**src/rtl/fetch_pkg.sv**
```systemverilog
// -----------------------------------------------------------------------------
// fetch_pkg
//   Shared definitions for the RV32 instruction fetch stage:
//     NOP_INSTR         - instruction substituted for faulted fetches
//     DEF_RESET_PC      - default first fetch address after reset
//     DEF_IMEM_BASE     - default byte base of the instruction memory window
//     DEF_IMEM_WORDS    - default window size in 32-bit words
//     fetch_state_e     - fetch FSM states (RUN / HALT)
//     fetch_entry_t     - one decode-queue entry {instr, pc, fault}
//     fetch_addr_legal  - alignment + window check for a fetch address
// -----------------------------------------------------------------------------
package fetch_pkg;

    localparam logic [31:0] NOP_INSTR      = 32'h0000_0013;
    localparam logic [31:0] DEF_RESET_PC   = 32'h0100_0000;
    localparam logic [31:0] DEF_IMEM_BASE  = 32'h0100_0000;
    localparam int unsigned DEF_IMEM_WORDS = 1024;

    typedef enum logic {
        RUN  = 1'b0,
        HALT = 1'b1
    } fetch_state_e;

    typedef struct packed {
        logic [31:0] instr;
        logic [31:0] pc;
        logic        fault;
    } fetch_entry_t;

    // Word aligned and inside [base, base + 4*words). The unsigned subtract
    // makes addresses below the base wrap to huge offsets, so one compare
    // covers both ends of the window.
    function automatic logic fetch_addr_legal(input logic [31:0] addr,
                                              input logic [31:0] base,
                                              input int unsigned words);
        logic [31:0] offset;
        offset = addr - base;
        return (addr[1:0] == 2'b00) && (offset < (words << 2));
    endfunction

endpackage

```
**src/rtl/fetch_buffer.sv**
```systemverilog
// -----------------------------------------------------------------------------
// fetch_buffer
//   Two-entry in-order queue between instruction fetch and decode. The head
//   entry lives in a fixed register so decode sees registered outputs.
//   Two push ports are provided because a memory response and a fault entry
//   can be appended on the same edge; port a is always the older entry.
//
//   Ports
//     clk, rst_n        - clock, asynchronous active-low reset
//     flush             - discard every stored entry (pushes still land)
//     pop               - head consumed this cycle (ignored when empty)
//     push_a, entry_a   - append older entry
//     push_b, entry_b   - append younger entry (after entry_a if both)
//     head              - current head entry
//     count             - number of valid entries (0..2)
// -----------------------------------------------------------------------------
module fetch_buffer
    import fetch_pkg::*;
(
    input  logic         clk,
    input  logic         rst_n,
    input  logic         flush,
    input  logic         pop,
    input  logic         push_a,
    input  fetch_entry_t entry_a,
    input  logic         push_b,
    input  fetch_entry_t entry_b,
    output fetch_entry_t head,
    output logic [1:0]   count
);

    fetch_entry_t slot_q [2];
    fetch_entry_t slot_d [2];
    logic [1:0]   count_q;
    logic [1:0]   count_d;

    // Survivors (after flush or pop) are compacted toward slot 0, then the
    // pushes are appended in age order. The producer guarantees the total
    // never exceeds two; the bound checks only keep the indexing safe.
    always_comb begin
        // NOTE: every variable gets a default at the top of the block so no
        // path leaves it unassigned, which is what would infer a latch.
        slot_d  = slot_q;
        count_d = count_q;

        if (flush) begin
            count_d = 2'd0;
        end else if (pop && (count_q != 2'd0)) begin
            slot_d[0] = slot_q[1];
            count_d   = count_q - 2'd1;
        end

        if (push_a && (count_d < 2'd2)) begin
            slot_d[count_d[0]] = entry_a;
            count_d            = count_d + 2'd1;
        end

        if (push_b && (count_d < 2'd2)) begin
            slot_d[count_d[0]] = entry_b;
            count_d            = count_d + 2'd1;
        end
    end

    // NOTE: the storage is reset too, not just the count, because the head
    // slot drives decode directly and must read as zero during reset.
    always_ff @(posedge clk or negedge rst_n) begin
        if (!rst_n) begin
            slot_q[0] <= '0;
            slot_q[1] <= '0;
            count_q   <= 2'd0;
        end else begin
            // NOTE: non-blocking assignments for all state so every register
            // samples the pre-edge values regardless of statement order.
            slot_q[0] <= slot_d[0];
            slot_q[1] <= slot_d[1];
            count_q   <= count_d;
        end
    end

    assign head  = slot_q[0];
    assign count = count_q;

endmodule

```
**src/rtl/fetch_unit.sv**
```systemverilog
// -----------------------------------------------------------------------------
// fetch_unit
//   Instruction fetch stage of the RV32 core. Owns the PC, issues word reads
//   to a one-cycle-latency synchronous instruction memory and queues the
//   returned instructions (with their PC) for decode in a 2-entry buffer.
//   Redirects from execute flush the queue and restart fetch at the target;
//   misaligned or out-of-window fetches produce a single fault entry (NOP)
//   and halt fetching until the next redirect.
//
//   Parameters
//     RESET_PC    - first fetch address after reset
//     IMEM_BASE   - byte base of the instruction memory window
//     IMEM_WORDS  - window size in 32-bit words
//
//   Ports
//     clk, rst_n                  - clock, asynchronous active-low reset
//     imem_rd, imem_addr          - read strobe and byte address to memory
//     imem_instr                  - read data, valid the cycle after imem_rd
//     redirect_valid, redirect_pc - one-cycle control-flow redirect
//     id_valid, id_ready          - decode handshake on the queue head
//     id_instr, id_pc, id_fault   - queue head contents
// -----------------------------------------------------------------------------
module fetch_unit
    import fetch_pkg::*;
#(
    parameter logic [31:0] RESET_PC   = DEF_RESET_PC,
    parameter logic [31:0] IMEM_BASE  = DEF_IMEM_BASE,
    parameter int unsigned IMEM_WORDS = DEF_IMEM_WORDS
)(
    input  logic        clk,
    input  logic        rst_n,
    output logic        imem_rd,
    output logic [31:0] imem_addr,
    input  logic [31:0] imem_instr,
    input  logic        redirect_valid,
    input  logic [31:0] redirect_pc,
    output logic        id_valid,
    input  logic        id_ready,
    output logic [31:0] id_instr,
    output logic [31:0] id_pc,
    output logic        id_fault
);

    // ---------------------------------------------------------------------
    // State
    // ---------------------------------------------------------------------
    fetch_state_e state_q, state_d;
    logic [31:0]  pc_q, pc_d;
    logic [31:0]  req_pc_q, req_pc_d;   // PC of the read now in flight
    logic         inflight_q, inflight_d;

    // ---------------------------------------------------------------------
    // Queue interface
    // ---------------------------------------------------------------------
    fetch_entry_t head;
    logic [1:0]   count;
    logic         pop;
    logic         push_rsp;
    logic         push_fault;
    fetch_entry_t rsp_entry;
    fetch_entry_t fault_entry;

    // ---------------------------------------------------------------------
    // Fetch decision
    // ---------------------------------------------------------------------
    logic [31:0]  fa;
    logic         fa_legal;
    logic [2:0]   slots;
    logic         credit;
    logic         act;
    logic         issue;
    logic         fault;

    assign id_valid = (count != 2'd0);
    assign pop      = id_valid && id_ready;

    always_comb begin
        fa       = redirect_valid ? redirect_pc : pc_q;
        fa_legal = fetch_addr_legal(fa, IMEM_BASE, IMEM_WORDS);

        // Entries that will occupy the queue once everything already owed
        // (stored + in flight) has landed, net of this cycle's pop. A
        // redirect discards all of that, so it always has room.
        slots  = {1'b0, count} + {2'b00, inflight_q} - {2'b00, pop};
        credit = redirect_valid || (slots < 3'd2);

        // Reset gates the strobe so memory sees no read while rst_n is low.
        act   = rst_n && credit && (redirect_valid || (state_q == RUN));
        issue = act && fa_legal;
        fault = act && !fa_legal;
    end

    // Next-state logic: PC, in-flight tracking and the RUN/HALT FSM.
    always_comb begin
        pc_d       = pc_q;
        req_pc_d   = req_pc_q;
        inflight_d = 1'b0;
        state_d    = state_q;

        if (issue) begin
            pc_d       = fa + 32'd4;
            req_pc_d   = fa;
            inflight_d = 1'b1;
            state_d    = RUN;
        end else if (fault) begin
            state_d    = HALT;
        end
    end

    always_ff @(posedge clk or negedge rst_n) begin
        if (!rst_n) begin
            state_q    <= RUN;
            pc_q       <= RESET_PC;
            req_pc_q   <= RESET_PC;
            inflight_q <= 1'b0;
        end else begin
            state_q    <= state_d;
            pc_q       <= pc_d;
            req_pc_q   <= req_pc_d;
            inflight_q <= inflight_d;
        end
    end

    // ---------------------------------------------------------------------
    // Queue writes. A response landing in a redirect cycle belongs to the
    // abandoned path and is dropped; a fault entry is younger than any
    // response arriving in the same cycle, hence port b.
    // ---------------------------------------------------------------------
    assign push_rsp    = inflight_q && !redirect_valid;
    assign rsp_entry   = '{instr: imem_instr, pc: req_pc_q, fault: 1'b0};
    assign push_fault  = fault;
    assign fault_entry = '{instr: NOP_INSTR, pc: fa, fault: 1'b1};

    fetch_buffer u_buffer (
        .clk     (clk),
        .rst_n   (rst_n),
        .flush   (redirect_valid),
        .pop     (pop),
        .push_a  (push_rsp),
        .entry_a (rsp_entry),
        .push_b  (push_fault),
        .entry_b (fault_entry),
        .head    (head),
        .count   (count)
    );

    // ---------------------------------------------------------------------
    // Outputs
    // ---------------------------------------------------------------------
    assign imem_rd   = issue;
    assign imem_addr = rst_n ? fa : RESET_PC;
    assign id_instr  = head.instr;
    assign id_pc     = head.pc;
    assign id_fault  = head.fault;

endmodule

```
**config.mk**
```make
export PLATFORM = sky130hd
export DESIGN_NAME = fetch_unit
export DESIGN_NICKNAME = d
export VERILOG_FILES = /design/src/rtl/fetch_pkg.sv /design/src/rtl/fetch_buffer.sv /design/src/rtl/fetch_unit.sv
export SDC_FILE = /design/constraint.sdc
export NUM_CORES = 1
export LEC_CHECK = 0
export CORE_MARGIN = 8
export CORE_UTILIZATION = 54
export CTS_BUF_LIST = sky130_fd_sc_hd__clkbuf_16
export CTS_CLUSTER_SIZE = 25
export DETAILED_ROUTE_END_ITERATION = 6
export GPL_TIMING_DRIVEN = 0
export PLACE_DENSITY = 0.88
export REMOVE_ABC_BUFFERS = 1
export SLEW_MARGIN = 20
export SYNTH_ARGS = -nofsm -noshare
export SYNTH_HDL_FRONTEND = slang
export SYNTH_SLANG_ARGS = --single-unit
```
**constraint.sdc**
```tcl
create_clock -name clk -period 5.2 [get_ports clk]
set_clock_uncertainty 0.05 [all_clocks]
set_input_delay 0.78 -clock clk [delete_from_list [all_inputs] [get_ports clk]]
set_output_delay 0.78 -clock clk [all_outputs]
set_load 0.02 [all_outputs]
```
# == Word-level counts from Yosys, hierarchy flattened ==
# Index checks and enable logic that the tools add are counted.
# Widths: inputs -> output; s select.
# op_classes
multipliers,0
n_eq_ne,0
mux,19
shifts,0
n_bitwise,3
n_div,0
magnitude_cmp,8
reduce_logical,19
add_sub_neg,7
# op_table
cell,n
$bwmux 130,2
$mux 130,2
$mux 65,4
$demux 65 s1,2
$mux 32,2
$add 32x3->32 const B,1
$lt 32x13->1 const B,1
$sub 32x25->32 const B,1
$logic_and 1x1->1,12
$mux 2,4
$add 2x1->2 const B,2
$ge 2x2->1 const B,2
$lt 2x1->1 const B,2
$lt 2x2->1 const B,2
$not 1->2,2
$reduce_bool 2->1,2
$add 2x1->3,1
$lt 3x2->1 const B,1
$mux 1,3
$sub 3x1->3,1
$logic_not 1->1,2
$logic_not 2->1,1
$logic_or 1x1->1,2
$sub 2x1->2 const B,1
$not 1->1,1
# word_totals
ff_bits,198
mem_bits_ro,0
word_cells,67
ramBits,0
latchBits,0
output_inout_bits,99
input_bits,68
mem_count,0

# == Longest topological paths before layout ==
# logic_depth
word_depth,15
depth_mapped,14
mapped_depth_nobuf,11

# == Modules after synthesis ==
# Synthesis repeated with hierarchy kept, for this count alone.
# unflattened
cells_unflattened,1050
hier_area_um2,11427.2
# modules_own_cells
mod,area_per_inst_um2,n_inst,cells_per_inst,seq_area_each_um2
fetch_buffer,8226.6,1,765,3303.2
fetch_unit,3200.6,1,285,1604.0

# == Worst setup path before layout ==
# OpenSTA, ideal clock, no wires.
# synth_path
kind,in2out
startpoint,input id_ready
endpoint,output imem_rd
arrival_ns,3.208
setup_slack_ns,1.162
cell_stages,9
n_path_buf,2
required_ns,4.370
cell_sequence,nor2b_1 > ha_1 > buf_2 > nor2b_1 > fa_1 > o41ai_2 > o2111ai_1 > clkbuf_1 > inv_2
# synth_between
elab_chain_len,7
# synth_lines
item,line_no,rtl
from (decl),fetch_unit.sv:38,"input logic id_ready,"
$logic_and 1x1->1,fetch_unit.sv:75,assign pop = id_valid && id_ready;
$sub 3x1->3,fetch_unit.sv:84,"slots = {1'b0, count} + {2'b00, inflight_q} - {2'b00, pop};"
$lt 3x2->1,fetch_unit.sv:85,credit = redirect_valid || (slots < 3'd2);
$logic_or 1x1->1,fetch_unit.sv:85,
$logic_and 1x1->1 (2 in a row),fetch_unit.sv:88,act = rst_n && credit && (redirect_valid || (state_q == RUN));
$logic_and 1x1->1,fetch_unit.sv:89,issue = act && fa_legal;
to (decl),fetch_unit.sv:32,"output logic imem_rd,"
# Every way passes these cells.

# == Worst setup path in the final report ==
# Ends and elaborated chain as after synthesis.

==> flow_summary.toml <==
[layout]
postLayoutCoreUtil_pct = 67.4
drive_above_1_share_pct = 8.65
final_nets = 1111
fin_cells = 1281
finalInstanceArea_mm2 = 0.0122
syn2layout_area_growth_pct = 22.4
n_antenna_cell = 0

[die]
die-area_mm2 = 0.0230
floorplan.rows = 49
placeableCoreArea_mm2 = 0.0180
ios = 167
die_h_um = 152
chipWidth_um = 152
initial_core_util_pct = 55.1

[critical_path]
critical_path.reg2reg.startpoint = "u_buffer.count[1]"
end_kind = "output pin"
worstPathArrival_ps = 4180
worstPathMaxFanout = 11
critical_path_required_time_ps = 4370
crit_path_start_kind = "input pin"
criticalPathCategory = "in2out"
timing.reg2reg.setup_slack_ps = 960
timing.reg2reg.worst_path_depth = 10
r2r_end = "u_buffer.slot_q[1]"

[cts]
clock_sinks = 196
clk_transition_reported_paths_ps = 70
cts_root_buffer = "sky130_fd_sc_hd__clkbuf_16"
num_cts_buffers = 17
htree_num_levels = 4
worstSkewPairLatency_ps = 420
tritoncts = "built"
cts.hold.buffers_added = 0
ctsLongestPathBuffers = 2

[synthesis]
ys_async_sr_fraction_pct = 100
synth-main-ff-cell = "sky130_fd_sc_hd__dfrtp_1"
synthDominantCellAreaShare_pct = 48.9
synth_top_cells_by_count = "194 x sky130_fd_sc_hd__dfrtp_1, 186 x sky130_fd_sc_hd__mux2i_1, 98 x sky130_fd_sc_hd__nor2_1"
synthesis.instances = 945
synth_area_mm2 = 0.00993
synth_top_cells_by_area = "sky130_fd_sc_hd__dfrtp_1 49%, sky130_fd_sc_hd__mux2i_1 19%, sky130_fd_sc_hd__buf_4 5.5%"
synth_area_per_cell_um2 = 10.5
yosys.area.top_type = "sky130_fd_sc_hd__dfrtp_1"
sequential_fraction_of_the_synthesis_area_pct = 49.4
yosysWarningCount = 0
synthMostInstantiatedCell = "sky130_fd_sc_hd__dfrtp_1"
synthDistinctLibCells = 59
synth-edff-count = 0
synth.ff_latch_count = 196

[power]
finalPower_mw = 4.83
p_leak_nw = 5.40
power_density_mw_per_mm2 = 398
max-vdd-ir-drop_uv = 237

[timing]
fin_hold_ws_ps = 106
worst-slew-pin-transition_ps = 823
timing.final.hold_violations = 0
post_route_fraction_of_the_period_consumed_by_the_critical_path_pct = 96.4
rsz0062_at_grt = "no"
total_of_endpoints_with_negative_setup_slack_in_the_final_report = 0
fin_setup_tns_ps = 0
max_slew_margin_pct = 44.9
fmax_mhz = 199
slew_viol_final = 0
period_needed_ps = 5010
final_critical_path_setup_slack_ps = 187

[drt]
vias = 7208
detail_route.iter0.violations = 413
wl_per_cell_um = 19.1
firstDrtPassIters = 5
drc = 0
route.detailed.vias_per_inst = 5.63
wirelength_um = 24400
ant_nets = 0

[min_path]
min-delay-path-class = "in2async"

[global_routing]
grt.total_usage_pct = 21.4
grt_antenna_before_repair = 0
first_pass_grt_wire_length_um = 39200
grt_remaining_overflow = 0
grt_start_max_net_pins = 95
grtUsageMet1_pct = 28.4
first_global_vias = 7505
globalRouteMet3Util_pct = 4.96
met2_track_demand_over_resource_in_global_routing_pct = 35.6
grt-busiest-layer = "met2"

[outcome]
run_status = "finished clean"

[place]
dpl.cell_count = 1248
hpwl_um = 17000
number_of_input_and_output_port_buffers_inserted = 166
final_wtd_congestion = 0.757
post_dp_cell_area_mm2 = 0.0116
detailedPlace.worstSlack_ps = -406

[run]
max_cap_violations = 0
-- layer usage --
| layer | part of all wire [%] | up-vias |
|---|---|---|
| li1 | - | 3392 |
| met1 | 44 | 3581 |
| met2 | 48 | 219 |
| met3 | 6.9 | 16 |
| met4 | 0.72 | 0 |
| met5 | 0 | - |
-- how the worst max path moves through the flow --
stage / slack, ps / cells past startpoint / endpoint / startpoint
floorplan: -3510 / 4 / u_buffer.head[33] / redirect_valid
global placement: -11860 / 6 / u_buffer.head[2] / rst_n
detailed placement: -410 / 9 / imem_rd / id_ready
CTS: 40 / 9 / imem_rd / id_ready
global route: 40 / 9 / imem_rd / id_ready
finish: 190 / 9 / imem_rd / id_ready
-- worst max-delay path, cell delays in order --
cell,delay [ps]
sky130_fd_sc_hd__clkdlybuf4s50_1,500
sky130_fd_sc_hd__nor2b_2,290
sky130_fd_sc_hd__ha_1,410
sky130_fd_sc_hd__nor2b_1,200
sky130_fd_sc_hd__fa_1,470
sky130_fd_sc_hd__o41ai_4,530
sky130_fd_sc_hd__o2111ai_4,210
sky130_fd_sc_hd__inv_2,140
sky130_fd_sc_hd__clkdlybuf4s50_1,640
-- kinds of logic (layout without fill, tap and decap cells) --
kind of cell    after synthesis  in the layout  synth area share [%]
flops                       196            196                  49.4
simple gates                278            278                  13.0
mux                         192            192                  19.5
fa+ha+maj                     4              4                 0.580
buf+inv                     135            242                  8.53
xor+xnor                      8              8                 0.706
compound gates              132            132                  8.30
-- power by group --
group,switching (mW),internal [mW]
logic,0.839,0.748
registers,0.156,1.80
clock network,0.610,0.676
-- cells in the final DEF (no fill, tap or decap), types with 3 or more instances in the layout --
cell	n
sky130_fd_sc_hd__buf_8	4
sky130_fd_sc_hd__xnor2_1	5
sky130_fd_sc_hd__buf_4	15
sky130_fd_sc_hd__inv_1	8
sky130_fd_sc_hd__nor3_1	3
sky130_fd_sc_hd__clkbuf_16	17
sky130_fd_sc_hd__mux2_2	3
sky130_fd_sc_hd__nand2b_1	9
sky130_fd_sc_hd__a211oi_1	30
sky130_fd_sc_hd__buf_6	11
sky130_fd_sc_hd__dfrtp_1	194
sky130_fd_sc_hd__nor4_1	7
sky130_fd_sc_hd__clkinvlp_4	3
sky130_fd_sc_hd__nand3_1	4
sky130_fd_sc_hd__nor2_1	98
sky130_fd_sc_hd__nand2_1	93
sky130_fd_sc_hd__a21oi_1	63
sky130_fd_sc_hd__ha_1	3
sky130_fd_sc_hd__clkdlybuf4s50_1	164
sky130_fd_sc_hd__inv_6	3
sky130_fd_sc_hd__buf_16	5
sky130_fd_sc_hd__and2_1	38
sky130_fd_sc_hd__o21ai_1	18
sky130_fd_sc_hd__clkinv_4	3
sky130_fd_sc_hd__xor2_1	3
sky130_fd_sc_hd__mux2i_1	186
-- flip-flops by register name, summed over array words and instances, names as in the netlist --
signal / flops
u_buffer.head: 65
u_buffer.slot_q: 65
pc_q: 32
req_pc_q: 30
u_buffer.count: 2
inflight_q: 1
state_q: 1
-- timing repair --
item | 4_1_cts | 5_1_grt
pin swaps | 1 | 0
buffers inserted | 1 | 0
gates resized for setup | 1 | 1
endpoints found under the setup margin | 1 | 1
-- cell type report --
cell class,count,area (um2)
inverters,10,37.5
fillers,1354,5870
well taps,229,287
flip-flops and latches,196,4910
multi-input cells,614,4250
clock inverters,15,153
repair buffers,200,2100
clock buffers,17,425
No activity file was read; power rests on OpenSTA's default activity.
